### config.mk
export PLATFORM = sky130hd
export DESIGN_NAME = fwd_scoreboard
export DESIGN_NICKNAME = d
export VERILOG_FILES = /design/src/rtl/fwd_pkg.sv /design/src/rtl/fwd_match.sv /design/src/rtl/fwd_scoreboard.sv
export SDC_FILE = /design/constraint.sdc
export NUM_CORES = 1
export LEC_CHECK = 0
export BUFFER_PORTS_ARGS = -buffer_cell sky130_fd_sc_hd__buf_2
export CAP_MARGIN = 0
export CORE_ASPECT_RATIO = 1.4
export CORE_UTILIZATION = 52
export DETAILED_ROUTE_END_ITERATION = 7
export PLACE_DENSITY = 0.79
export SLEW_MARGIN = 20
export SYNTH_ARGS = -nofsm -noshare
export SYNTH_HDL_FRONTEND = slang
export SYNTH_SLANG_ARGS = --single-unit
### constraint.sdc
create_clock -name clk -period 3.17 [get_ports clk]
set_input_delay 0.951 -clock clk [delete_from_list [all_inputs] [get_ports clk]]
set_output_delay 0.951 -clock clk [all_outputs]
set_load 0.005 [all_outputs]
### src/rtl/fwd_pkg.sv
// Shared types and constants for the forwarding / load-use scoreboard.
// Tag entries carry the destination zero-extended to FWD_AW_MAX bits, so one
// struct type serves every REG_AW up to that width. Comparisons against a
// zero-extended source therefore still only distinguish the low REG_AW bits.
package fwd_pkg;

    localparam int FWD_AW_MAX = 8;

    typedef struct packed {
        logic                  valid;
        logic                  wr;
        logic                  is_load;
        logic [FWD_AW_MAX-1:0] dest;
    } fwd_entry_t;

    // Select value meaning "take the operand from the register file".
    localparam int SEL_RF = 0;

    // Empty pipeline slot: never matches, never hazards.
    localparam fwd_entry_t FWD_BUBBLE = '{valid: 1'b0, wr: 1'b0, is_load: 1'b0, dest: '0};

endpackage

### src/rtl/fwd_match.sv
// One source operand checked against every tracked stage. Produces the
// youngest-wins bypass select and a load-use hazard flag. Purely combinational.
module fwd_match
    import fwd_pkg::*;
#(
    parameter int DEPTH      = 2,
    parameter int REG_AW     = 5,
    parameter int LOAD_READY = 2,
    parameter int SEL_W      = 2
) (
    input  logic [REG_AW-1:0]      src,
    input  fwd_entry_t [DEPTH-1:0] entries,
    input  logic                   issue_valid,
    output logic [SEL_W-1:0]       sel,
    output logic                   hazard
);

    localparam logic [SEL_W-1:0] READY_SEL = SEL_W'(LOAD_READY);

    logic [FWD_AW_MAX-1:0] src_ext;
    logic [DEPTH-1:0]      match;
    logic [SEL_W-1:0]      win_sel;
    logic                  win_load;

    assign src_ext = FWD_AW_MAX'(src);

    // Per-stage match; register 0 is hard-wired and never forwards.
    generate
        for (genvar gi = 0; gi < DEPTH; gi++) begin : g_cmp
            assign match[gi] = entries[gi].valid & entries[gi].wr
                             & (entries[gi].dest == src_ext)
                             & (entries[gi].dest != '0);
        end
    endgenerate

    // Priority pick: scan oldest to youngest so the youngest match is left standing.
    always_comb begin
        win_sel  = SEL_W'(SEL_RF);
        win_load = 1'b0;
        for (int k = DEPTH; k >= 1; k--) begin
            if (match[k-1]) begin
                win_sel  = SEL_W'(k);
                win_load = entries[k-1].is_load;
            end
        end
    end

    // win_load is only set by a real match, so win_sel is non-zero here.
    assign hazard = issue_valid & win_load & (win_sel < READY_SEL);
    assign sel    = hazard ? SEL_W'(SEL_RF) : win_sel;

endmodule

### src/rtl/fwd_scoreboard.sv
// Forwarding and load-use hazard unit. Keeps a shadow pipeline of destination
// tags for instructions past DECODE, drives per-operand bypass selects and a
// load-use stall, and counts stall cycles (saturating).
// REG_AW must not exceed fwd_pkg::FWD_AW_MAX.
module fwd_scoreboard
    import fwd_pkg::*;
#(
    parameter int  NUM_SRC    = 2,
    parameter int  DEPTH      = 2,
    parameter int  REG_AW     = 5,
    parameter int  LOAD_READY = 2,
    parameter int  CNT_W      = 16,
    localparam int SEL_W      = $clog2(DEPTH + 1)
) (
    input  logic                      clk,
    input  logic                      reset,
    input  logic                      advance,
    input  logic                      flush,
    input  logic                      issue_valid,
    input  logic                      issue_wr,
    input  logic                      issue_is_load,
    input  logic [REG_AW-1:0]         issue_dest,
    input  logic [NUM_SRC*REG_AW-1:0] src_addr,
    output logic [NUM_SRC*SEL_W-1:0]  fwd_sel,
    output logic                      stall,
    output logic [CNT_W-1:0]          stall_count
);

    // Index j holds entry j+1 (index 0 = ALU-output stage).
    fwd_entry_t [DEPTH-1:0] tags_reg;
    fwd_entry_t             entry1_next;
    logic [NUM_SRC-1:0]     hazard;
    logic [CNT_W-1:0]       count_reg;

    // One matcher per source operand.
    generate
        for (genvar gi = 0; gi < NUM_SRC; gi++) begin : g_src
            fwd_match #(
                .DEPTH      (DEPTH),
                .REG_AW     (REG_AW),
                .LOAD_READY (LOAD_READY),
                .SEL_W      (SEL_W)
            ) u_match (
                .src         (src_addr[gi*REG_AW +: REG_AW]),
                .entries     (tags_reg),
                .issue_valid (issue_valid),
                .sel         (fwd_sel[gi*SEL_W +: SEL_W]),
                .hazard      (hazard[gi])
            );
        end
    endgenerate

    assign stall = |hazard;

    // What enters the ALU-output stage: a bubble unless a live, unstalled instruction issues.
    always_comb begin
        entry1_next = FWD_BUBBLE;
        if (issue_valid && !flush && !stall) begin
            entry1_next = '{valid: 1'b1, wr: issue_wr, is_load: issue_is_load,
                            dest: FWD_AW_MAX'(issue_dest)};
        end
    end

    // Tag shift register; holds whenever the pipeline is not advancing.
    always_ff @(posedge clk or posedge reset) begin
        if (reset) begin
            tags_reg <= {DEPTH{FWD_BUBBLE}};
        end else if (advance) begin
            tags_reg[0] <= entry1_next;
            for (int k = 1; k < DEPTH; k++) begin
                tags_reg[k] <= tags_reg[k-1];
            end
        end
    end

    // Saturating count of cycles in which the pipeline really stalled.
    always_ff @(posedge clk or posedge reset) begin
        if (reset) begin
            count_reg <= '0;
        end else if (stall && advance && (count_reg != {CNT_W{1'b1}})) begin
            count_reg <= count_reg + 1'b1;
        end
    end

    assign stall_count = count_reg;

endmodule

==> impl_metrics.toml <==
[yosys]
yosys_warnings = 0
ys_types = 32
postSynthAreaPerCell_um2 = 11.2
post_syn_nets = 171
syn-instance-count = 148
synth_largest_type_area_fraction_pct = 46.8
yosys-top-cells-area = "sky130_fd_sc_hd__dfrtp_1 (47%), sky130_fd_sc_hd__xnor2_1 (9.5%), sky130_fd_sc_hd__xor2_1 (9.0%)"
netlist_area_um2 = 1660
synth.yosys.seq_area_share_pct = 46.8
library_cell_occupying_the_most_area_in_the_post_synthesis_netlist = "sky130_fd_sc_hd__dfrtp_1"
number_of_synthesized_register_bits = 31

[min_path]
holdPathStages = 1
timing.hold.worst_endpoint = "stall_count[15]$_DFFE_PP0P_"
holdCritStartpoint = "stall_count[15]$_DFFE_PP0P_"
worst_hold_path_type = "flop to flop"

[finish]
final-seq-area_um2 = 776
antenna_cells = 0
post_layout_nets = 220
mostFrequentLayoutCell = "sky130_fd_sc_hd__buf_2"
nFillCells = 238
total_area_of_multi_input_combinational_cells_um2 = 876
flow.area_growth_from_synthesis_pct = 21.7
layout.cell_area.non_filler_um2 = 2020
layout.cells.most_common_list = "sky130_fd_sc_hd__buf_2 (42), sky130_fd_sc_hd__dfrtp_1 (31), sky130_fd_sc_hd__xnor2_1 (17), sky130_fd_sc_hd__xor2_1 (17), sky130_fd_sc_hd__nand2_1 (10)"
final_layout_size_suffix_gt1_share_pct = 33.8
final_core_util_pct = 68.8
largest_register_ff_count = 16
layout.cells.non_filler = 235

[worst_setup_path]
cp.required_ns = 2.22
r2r-end = "tags_reg[0]$_DFFE_PP0P_"
path_class = "primary input to primary output"
cpMaxStageDelayCell = "sky130_fd_sc_hd__nor3_4"
critPathCaptureType = "primary output"
crit_start_category = "primary input"
timing.critical_path.cells = "buf_2, xnor2_2, nand3_1, nor3_4, or2_1, nand2_1, nor2_1, buf_2"
worst_r2r_path_depth = 4
timing.rr.start = "tags_reg[0]$_DFFE_PP0P_"
cp_slowest_stage_delay_ns = 0.28
critical_path.max_fanout = 4
critical_path.most_common_cell = "sky130_fd_sc_hd__buf_2"
setup.reg_to_reg.worst_slack_ns = 1.10
critPathArrivalTime_ns = 2.10

[clocking]
cts_made_buffers = 5
worst_setup_hold_path_clk_slew_ns = 0.06
clock_sink_count = 31
clk_path_buf_depth = 2
tritoncts = "done"
clk_latency_ns = 0.29
clock_tree.root_cell = "sky130_fd_sc_hd__clkbuf_8"
htree_num_levels = 2

[grt]
grt_start_max_net_pins = 32
initial_antenna_violation_count = 0
grt-ovfl-total = 0
global_route_wire_length_before_repair_mm = 6.50
gr-usage-all-layers_pct = 26.7
vias_in_the_first_global_route = 1370

[drt]
vias_per_cell = 5.71
drtIter0Drc = 39
first_pass_detailed_route_iteration_total = 4
routed_wire_length_per_instance_um = 16.9
count_of_antenna_violating_nets_left_after_detailed_routing = 0
postRouteWirelength_mm = 3.97
via_count_of_the_routed_design = 1342
drc_markers = 0

[die]
num_io_pins = 43
number_of_rows_created_at_floorplan = 23
dieArea_um2 = 3420
core_footprint_um2 = 2940
die_w_um = 49.7
initial_utilization_pct = 56.5
fp.dieH_um = 68.8

[sta]
timing.slew.headroom_pct = 68.6
finalSetupTns_ns = 0
finalWorstPathRequiredPeriod_ns = 3.05
maxSlewViolCount = 0
post-route-worst-setup-slack_ns = 0.116
unrepaired_setup_endpoints_after_global_routing = "no"
fmax_mhz = 327
final_hold_viol_count = 0
timing.final.setup_violations = 0
fin_skew_ns = 0.00504
period_share_pct = 96.3
tightestPinTransition_ns = 0.471

[power]
power.share.clock_pct = 36.6
worst_ir_drop_vdd_mv = 0.355
part_of_the_total_power_dissipated_in_sequential_elements_pct = 52.2
power_per_cell_area_nw_per_um2 = 406
lkg_pwr_uw = 0.00106
sw_frac_of_total_pct = 25.8
net-switching-power_uw = 212
share_comb_of_total_power_pct = 11.3
internal_power_uw = 608

[placed_design]
placed_cells = 227
dp_slack_ns = 0.00279
place.gp.congestion = 0.865
placement.cell_area_um2 = 1920
dp.final_hpwl_mm = 2.92
portBuffers = 42

[run]
max-cap-violations = 0

[status]
outcome = "complete, no violations"
==> synth_stat cells <==
master / count
sky130_fd_sc_hd__buf_2: 2
sky130_fd_sc_hd__mux2_1: 1
sky130_fd_sc_hd__clkbuf_1: 1
sky130_fd_sc_hd__mux2_2: 7
sky130_fd_sc_hd__ha_1: 1
sky130_fd_sc_hd__xor2_1: 17
sky130_fd_sc_hd__a21oi_1: 2
sky130_fd_sc_hd__nor3_2: 2
sky130_fd_sc_hd__o21ai_2: 1
sky130_fd_sc_hd__nor4_1: 3
sky130_fd_sc_hd__a311oi_2: 1
sky130_fd_sc_hd__o211a_4: 1
sky130_fd_sc_hd__or4_1: 1
sky130_fd_sc_hd__a311oi_4: 1
sky130_fd_sc_hd__o211ai_1: 2
sky130_fd_sc_hd__or4_4: 1
sky130_fd_sc_hd__nor2b_1: 1
sky130_fd_sc_hd__inv_1: 2
sky130_fd_sc_hd__nor3_1: 3
sky130_fd_sc_hd__a22o_1: 7
sky130_fd_sc_hd__a31o_2: 1
sky130_fd_sc_hd__and3_1: 7
sky130_fd_sc_hd__nor2_1: 6
sky130_fd_sc_hd__nand4_1: 7
sky130_fd_sc_hd__nand2_1: 10
sky130_fd_sc_hd__and4_1: 1
sky130_fd_sc_hd__or2_1: 1
sky130_fd_sc_hd__a21o_1: 1
sky130_fd_sc_hd__dfrtp_1: 31
sky130_fd_sc_hd__nand3_1: 7
sky130_fd_sc_hd__xnor2_1: 18
sky130_fd_sc_hd__and2_1: 1
==> metrics by stage <==
step / hold slack, ns / total power (µW)
after floorplan: 0.477 / 489
after global placement: 0.467 / 519
after detailed placement: 0.477 / 524
after CTS: 0.489 / 823
after global routing: 0.509 / 855
final: 0.487 / 820
==> power groups by stage <==
stage,registers [µW],logic [µW],clock network [µW]
floorplan,428,60.6,0
global placement,433,85.3,0
detailed placement,435,89.3,0
CTS,428,91.5,304
global route,430,101,324
finish,428,92.3,300
==> worst max-delay path: cells and delay by family <==
| family | cells | cell delay (ns) |
|---|---|---|
| XOR/XNOR | 1 | 0.17 |
| buffers and inverters | 2 | 0.24 |
| AND/OR/NAND/NOR | 5 | 0.72 |
==> logic make-up after synthesis <==
logic type / synth area share (%)
xor gates and xnor gates: 18.5
muxes: 5.43
and+or+nand+nor: 17.0
DFF: 46.8
adders and majority gates: 0.754
buffers and inverters: 1.28
AOI/OAI and AO/OA: 10.3
==> per-layer routing <==
metal / global-route usage (%) / vias up / share of wire, %
met1: 27.6 / 664 / 39
met5: 0 / - / 0
met2: 49.7 / 41 / 54
met4: 13.9 / 0 / 2.0
li1: - / 630 / -
met3: 6.80 / 7 / 4.3
==> final cells by class <==
type	count	share of cell area, %
well taps	37	2.29
clock inverters	1	0.248
flip-flops and latches	31	38.4
multi-input cells	112	43.4
repair buffers	45	11.5
clock buffers	7	3.78
inverters	2	0.372
==> what timing repair did <==
item                                    4_1_cts  5_1_grt
gates resized for setup                       1        1
hold buffers                                  0        0
endpoints found under the setup margin        1        1
setup buffers                                 0        0
==> worst max path at each step <==
stage                            from  endpoint  slack (ns)
after CTS                 src_addr[4]     stall        0.02
after global routing      src_addr[4]     stall        0.01
final                     src_addr[4]     stall        0.12
after detailed placement  src_addr[4]     stall       0.003
after floorplan           src_addr[9]     stall        0.32
after global placement    src_addr[4]     stall        0.14
No activity file was read; power rests on OpenSTA's default activity.
